[src/rtl/axis_s_fifo.sv]
// axis_s_fifo: AXI-Stream slave feeding a DEPTH-entry first-word-fall-through
// FIFO. Each entry holds {tdata, tkeep, tlast}. The block also counts stored
// entries and complete packets, pulses finish for every accepted tlast beat,
// and keeps a sticky error flag for malformed tkeep. The tkeep rule is that a
// beat must have at least one byte enabled, and only the last beat of a packet
// may be partial. Beats that break this rule are still stored unchanged.
module axis_s_fifo #(
  parameter int DATA_WIDTH = 32,
  parameter int DEPTH      = 16,
  parameter int KEEP_WIDTH = DATA_WIDTH / 8,
  parameter int CNT_WIDTH  = $clog2(DEPTH + 1)
) (
  input  logic                  aclk,
  input  logic                  areset_n,
  input  logic                  s_tvalid,
  output logic                  s_tready,
  input  logic [DATA_WIDTH-1:0] s_tdata,
  input  logic [KEEP_WIDTH-1:0] s_tkeep,
  input  logic                  s_tlast,
  output logic                  m_valid,
  input  logic                  m_ready,
  output logic [DATA_WIDTH-1:0] m_data,
  output logic [KEEP_WIDTH-1:0] m_keep,
  output logic                  m_last,
  output logic [CNT_WIDTH-1:0]  count,
  output logic [CNT_WIDTH-1:0]  pkt_count,
  output logic                  finish,
  output logic                  err,
  input  logic                  err_clr
);

  localparam int AW = (DEPTH > 1) ? $clog2(DEPTH) : 1;

  logic [DATA_WIDTH-1:0] r_mem_data [DEPTH];
  logic [KEEP_WIDTH-1:0] r_mem_keep [DEPTH];
  logic                  r_mem_last [DEPTH];

  logic [AW-1:0]         r_wr_ptr;
  logic [AW-1:0]         r_rd_ptr;
  logic [CNT_WIDTH-1:0]  r_count;
  logic [CNT_WIDTH-1:0]  r_pkt_count;
  logic                  r_rst_done;
  logic                  r_finish;
  logic                  r_err;

  logic                  w_push;
  logic                  w_pop;
  logic                  w_bad_keep;
  logic [CNT_WIDTH-1:0]  w_count_nxt;
  logic [CNT_WIDTH-1:0]  w_pkt_nxt;
  logic                  w_err_nxt;

  // Handshakes depend only on registered state, so ready never follows
  // s_tvalid or m_ready combinationally. Gating push with areset_n keeps the
  // memory untouched on the flushing edge.
  assign s_tready = r_rst_done & (r_count != CNT_WIDTH'(DEPTH));
  assign m_valid  = (r_count != {CNT_WIDTH{1'b0}});
  assign w_push   = s_tvalid & s_tready & areset_n;
  assign w_pop    = m_valid & m_ready;

  assign w_bad_keep = (s_tkeep == {KEEP_WIDTH{1'b0}}) |
                      (~s_tlast & (s_tkeep != {KEEP_WIDTH{1'b1}}));

  // First-word-fall-through read straight out of the head entry.
  assign m_data    = r_mem_data[r_rd_ptr];
  assign m_keep    = r_mem_keep[r_rd_ptr];
  assign m_last    = r_mem_last[r_rd_ptr];
  assign count     = r_count;
  assign pkt_count = r_pkt_count;
  assign finish    = r_finish;
  assign err       = r_err;

  // Next-state values for the occupancy, packet and error registers.
  always_comb begin
    w_count_nxt = r_count;
    w_pkt_nxt   = r_pkt_count;
    w_err_nxt   = r_err;
    case ({w_push, w_pop})
      2'b10:   w_count_nxt = r_count + CNT_WIDTH'(1);
      2'b01:   w_count_nxt = r_count - CNT_WIDTH'(1);
      default: w_count_nxt = r_count;
    endcase
    case ({w_push & s_tlast, w_pop & m_last})
      2'b10:   w_pkt_nxt = r_pkt_count + CNT_WIDTH'(1);
      2'b01:   w_pkt_nxt = r_pkt_count - CNT_WIDTH'(1);
      default: w_pkt_nxt = r_pkt_count;
    endcase
    // A new error in the same cycle as a clear request keeps the flag set.
    if (w_push & w_bad_keep) begin
      w_err_nxt = 1'b1;
    end else if (err_clr) begin
      w_err_nxt = 1'b0;
    end else begin
      w_err_nxt = r_err;
    end
  end

  // Pointers, counters and status flags with synchronous active-low reset.
  always_ff @(posedge aclk) begin
    if (!areset_n) begin
      r_wr_ptr    <= {AW{1'b0}};
      r_rd_ptr    <= {AW{1'b0}};
      r_count     <= {CNT_WIDTH{1'b0}};
      r_pkt_count <= {CNT_WIDTH{1'b0}};
      r_rst_done  <= 1'b0;
      r_finish    <= 1'b0;
      r_err       <= 1'b0;
    end else begin
      r_rst_done  <= 1'b1;
      r_count     <= w_count_nxt;
      r_pkt_count <= w_pkt_nxt;
      r_finish    <= w_push & s_tlast;
      r_err       <= w_err_nxt;
      if (w_push) begin
        r_wr_ptr <= r_wr_ptr + AW'(1);
      end
      if (w_pop) begin
        r_rd_ptr <= r_rd_ptr + AW'(1);
      end
    end
  end

  // Storage array; contents need no reset because m_* are only meaningful
  // while m_valid is high.
  always_ff @(posedge aclk) begin
    if (w_push) begin
      r_mem_data[r_wr_ptr] <= s_tdata;
      r_mem_keep[r_wr_ptr] <= s_tkeep;
      r_mem_last[r_wr_ptr] <= s_tlast;
    end
  end

endmodule

[config.mk]
export PLATFORM = sky130hd
export DESIGN_NAME = axis_s_fifo
export DESIGN_NICKNAME = d
export VERILOG_FILES = /design/src/rtl/axis_s_fifo.sv
export SDC_FILE = /design/constraint.sdc
export NUM_CORES = 1
export LEC_CHECK = 0
export BUFFER_PORTS_ARGS = -buffer_cell sky130_fd_sc_hd__buf_2
export CAP_MARGIN = 20
export CORE_MARGIN = 2
export CORE_UTILIZATION = 28
export DETAILED_ROUTE_END_ITERATION = 12
export GPL_ROUTABILITY_DRIVEN = 0
export MAX_ROUTING_LAYER = met4
export PLACE_DENSITY = 0.39
export SETUP_SLACK_MARGIN = 0.2
export SYNTH_ARGS = -nofsm -noshare
export SYNTH_HDL_FRONTEND = slang
export SYNTH_SLANG_ARGS = --single-unit
[constraint.sdc]
create_clock -name aclk -period 4.8 [get_ports aclk]
set_clock_uncertainty 0.1 [all_clocks]
set_input_delay 0.48 -clock aclk [delete_from_list [all_inputs] [get_ports aclk]]
set_output_delay 0.48 -clock aclk [all_outputs]
set_load 0.05 [all_outputs]
# Word level (Yosys, flattened, before mapping)
# Memory sizes are Yosys's and may differ from the RTL's. A register that Yosys moved wholly into a read port is not among the register bits.
# Cells that the tools add are included.
# op_classes
n_bitwise,10
n_addsub,6
order_cmp,0
div_mod_pow,0
n_shift,0
mux,13
n_mul,0
eq_ne,6
reduce_logical,5
# ops
cell,n
4-bit 2-to-1 mux,6
5-bit case mux with 2 select lines,2
5-bit by 1-bit adder with 5-bit output (second input constant),2
5-bit by 1-bit subtractor with 5-bit output (second input constant),2
4-bit by 1-bit adder with 4-bit output (second input constant),2
1-bit AND,8
2-bit nonzero test,3
1-bit 2-to-1 mux,5
5-bit != test (second input constant),1
5-bit nonzero test,1
2-bit by 1-bit equality test with 1-bit output (second input constant),2
2-bit equality test (second input constant),2
4-bit zero test,1
4-bit != test (second input constant),1
1-bit NOT,1
1-bit OR,1
# word_totals
memories,3
latchBits,0
wordCells,50
output_inout_bits,51
ram_bits,592
mem_bits_ro,0
regBits,21
# mem_list
memory,depth,word_bits,read_ports,rd_ports_with_merged_regs,write_ports,line_no,text
r_mem_data,16,32,1,1,1,34,logic [DATA_WIDTH-1:0] r_mem_data [DEPTH];
r_mem_keep,16,4,1,1,1,35,logic [KEEP_WIDTH-1:0] r_mem_keep [DEPTH];
r_mem_last,16,1,1,1,1,36,logic r_mem_last [DEPTH];

# Depth between registers and ports, before layout
# logic_depth
word_depth,7
ltp_mapped,12

# Worst setup path after synthesis
# No wires, ideal clock.
# synth_timing
path_type,register to register
from,register r_count[0] (netlist: count[0])
to,memory r_mem_data[3][0] (enable)
setup_ns,0.477
arrival_ns,3.922
path_stages_with_launch,5
setup_slack_ns,0.301
cell_sequence,dfxtp_1 -> or4_4 -> o211a_1 -> nand3_1 -> nor3_1
# synth_between
elab_chain_len,6
# synth_rtl
element,line_no,text
from (decl),40,logic [CNT_WIDTH-1:0] r_count;
from (signal assigned),103,r_count <= {CNT_WIDTH{1'b0}};
from (signal assigned),110,r_count <= w_count_nxt;
5-bit != test,56,assign s_tready = r_rst_done & (r_count != CNT_WIDTH'(DEPTH));
1-bit AND,56,
1-bit AND (2 in a row),58,assign w_push = s_tvalid & s_tready & areset_n;
1-bit 2-to-1 mux,126,if (w_push) begin
1-bit 2-to-1 mux (not written as such),127,r_mem_data[r_wr_ptr] <= s_tdata;
to (decl),34,
# No other way between the ends.

==> flow_metrics.env <==
export IMPL_period_share=0.7684
export IMPL_drt_initial_drc_count=690
export IMPL_grt_pass1_wl_mm=86.53
export IMPL_die_h_um=294.0
export IMPL_ys_types=41
export IMPL_num_rows=106
export IMPL_ios=93
export IMPL_grtUsageTotal=0.1440
export IMPL_fin_nets=1283
export IMPL_drc=0
export IMPL_power_density_nw_per_um2=456.8
export IMPL_grt_overflow_total=0
export IMPL_fmax_mhz=271.1
export IMPL_synth_fp_nets=1130
export IMPL_hold_viol_final=0
export IMPL_cts_made_buffers=73
export IMPL_area_growth_pct=18.40
export IMPL_total_leakage_power_uw=0.008780
export IMPL_ir_drop_v=0.0002977
export IMPL_antenna_found_initial=4
export IMPL_rsz0062_at_grt="no"
export IMPL_wire_per_inst_um=25.09
export IMPL_slew_headroom=0.4140
export IMPL_drt_total_wl_mm=59.32
export IMPL_hold_start="s_tdata[23]"
export IMPL_end_kind="output port"
export IMPL_async_flop_share=0
export IMPL_drtAntennaViolNets=0
export IMPL_clk_pin_slew_ps=60
export IMPL_status="complete, no violations"
export IMPL_synth_edf_count=592
export IMPL_start_util=0.2823
export IMPL_clk_insertion_delay_late_ps=590
export IMPL_dp_slack_ps=1364
export IMPL_grt_max_degree=54
export IMPL_cts_root_buffer="clkbuf_16"
export IMPL_synth_flop_cell="edfxtp_1"
export IMPL_busiest_layer="met2"
export IMPL_synth_seq_cells=617
export IMPL_viasPerCell=4.707
export IMPL_final_area_um2=27890
export IMPL_min_path_type="in2reg"
export IMPL_drive_gt1_frac=0.3193
export IMPL_syn_inst=1073
export IMPL_power_uw=12740
export IMPL_finalSetupTns_ps=0
export IMPL_crit_fanout=26
export IMPL_worstPathArrival_ps=3110
export IMPL_gr_usage_met2=0.2249
export IMPL_io_buffers=92
export IMPL_crit_type="reg2out"
export IMPL_die_w_um=294.0
export IMPL_first_global_vias=12156
export IMPL_placed_area_um2=25620
export IMPL_syn_area_um2=23550
export IMPL_htreeDepth=3
export IMPL_ys_seq_area_frac=0.7761
export IMPL_fin_hold_ws_ps=150.9
export IMPL_synth_warnings=0
export IMPL_dr_total_vias=11128
export IMPL_grtUsageMet1=0.1935
export IMPL_cp_required_ps=4220
export IMPL_dp_hpwl_mm=32.23
export IMPL_grtUsageMet3=0.02727
export IMPL_cts_buffer_depth=3
export IMPL_drv_slew=0
export IMPL_worst_slew_pin_slew_ps=876.9
export IMPL_drtPass1Iterations=7
export IMPL_clock_sinks=617
export IMPL_drv_cap=0
export IMPL_setup_viol=0
export IMPL_start_kind="flop"
export IMPL_syn_avg_cell_area_um2=21.95
export IMPL_coreArea_um2=83420
export IMPL_die_area_um2=86450
export IMPL_cts_tree="built"
export IMPL_min_period_ps=3688
export IMPL_setup_ws_ps=1112
stage by stage:
step,utilization,cells
4_1_cts,0.3342,2361
3_3_place_gp,0.3071,2230
6_report,0.3343,2364
2_1_floorplan,-,1073
5_1_grt,0.3343,2364
3_5_place_dp,0.3071,2230
worst paths after layout:
| path | end | slack, ps | cells after the start |
|---|---|---|---|
| hold / removal | r_mem_data[12][23]$_DFFE_PP_ | 150 | 1 |
| hold reg to reg | err$_SDFFE_PN0P_ | 370 | 2 |
| setup / recovery | m_keep[1] | 1110 | 5 |
| setup reg to reg | pkt_count[3]$_SDFFE_PN0P_ | 1380 | 10 |
sequential cells by signal (all words and copies together), names as in the netlist, named ones only:
signal      cells
r_wr_ptr        4
count           5
r_mem_data    512
err             1
finish          1
r_mem_keep     64
r_rd_ptr        4
r_rst_done      1
pkt_count       5
r_mem_last     16
report_power, final:
group / switching [uW] / internal, uW
Combinational: 882 / 561
Clock: 2160 / 3100
Sequential: 86.8 / 5950
Total: 3130 / 9610
repair_timing:
action / in CTS / in global routing
buffers inserted: 0 / 0
hold endpoints to repair: 1 / 0
hold buffers: 1 / 0
resized for setup: 0 / 0
cells in the final DEF, fill, tap and decap left out, drive strengths merged, types with 2 or more instances in the layout:
cell type,instances
mux4,148
fa,2
xnor2,7
clkinvlp,3
edfxtp,592
or4b,2
nand3,8
a22oi,72
nor2b,5
o21a,2
nor3,5
clkinv,28
a21o,2
a211oi,2
inv,12
o21ai,7
and2,12
ha,13
diode,3
nand2b,5
nand2,52
bufinv,5
clkbuf,91
nor2,18
a21oi,7
mux2i,7
nand4b,2
buf,134
dfxtp,25
synth_stat cells (all sizes together), types with 2 or more instances:
master / number / area (um^2)
a22oi: 72 / 540.5
fa: 2 / 40.04
xnor2: 7 / 61.31
a21oi: 7 / 35.03
a21o: 2 / 15.01
nand2b: 5 / 31.28
nand2: 52 / 195.2
o21a: 2 / 15.01
dfxtp: 25 / 500.5
or4b: 2 / 20.02
and2: 12 / 75.07
nor2: 18 / 67.56
mux2i: 7 / 70.07
clkbuf: 28 / 105.1
inv: 9 / 33.78
nand4b: 2 / 17.52
nand3: 8 / 40.04
mux4: 148 / 3333
ha: 13 / 162.7
o21ai: 7 / 46.30
nor2b: 5 / 31.28
a211oi: 2 / 15.01
nor3: 5 / 25.02
buf: 29 / 197.7
edfxtp: 592 / 17780
layer usage:
layer	vias up	wire, um
met5	-	0
met4	0	1165
met3	87	2375
met2	215	28260
met1	6007	27520
li1	4819	-
cell type report:
cell class | count | area (um^2)
Inverter | 9 | 33.78
Timing Repair Buffer | 135 | 885.9
Multi-Input combinational cell | 390 | 5071
Sequential cell | 617 | 18290
Tap cell | 1080 | 1351
Fill cell | 7810 | 55540
Antenna cell | 3 | 7.507
Clock buffer | 91 | 1916
Clock inverter | 39 | 335.3
worst max-delay path, cell delays in order (launching register included):
cell     delay, ps
dfxtp_4        720
buf_4          570
mux4_2         570
a22oi_1        210
nand2_1        170
buf_2          250
kinds of logic (layout without fill, tap and decap cells):
group           after synthesis  after routing  synth area share
compound gates               98             98           0.03049
xor+xnor                      8              8          0.002975
fa+ha+maj                    15             15          0.008607
buf+inv                      66            274           0.01429
flops                       617            617            0.7761
mux                         155            155            0.1445
other cells                   0              3                 0
simple gates                114            114           0.02306
(Power assumes the default switching activity.)
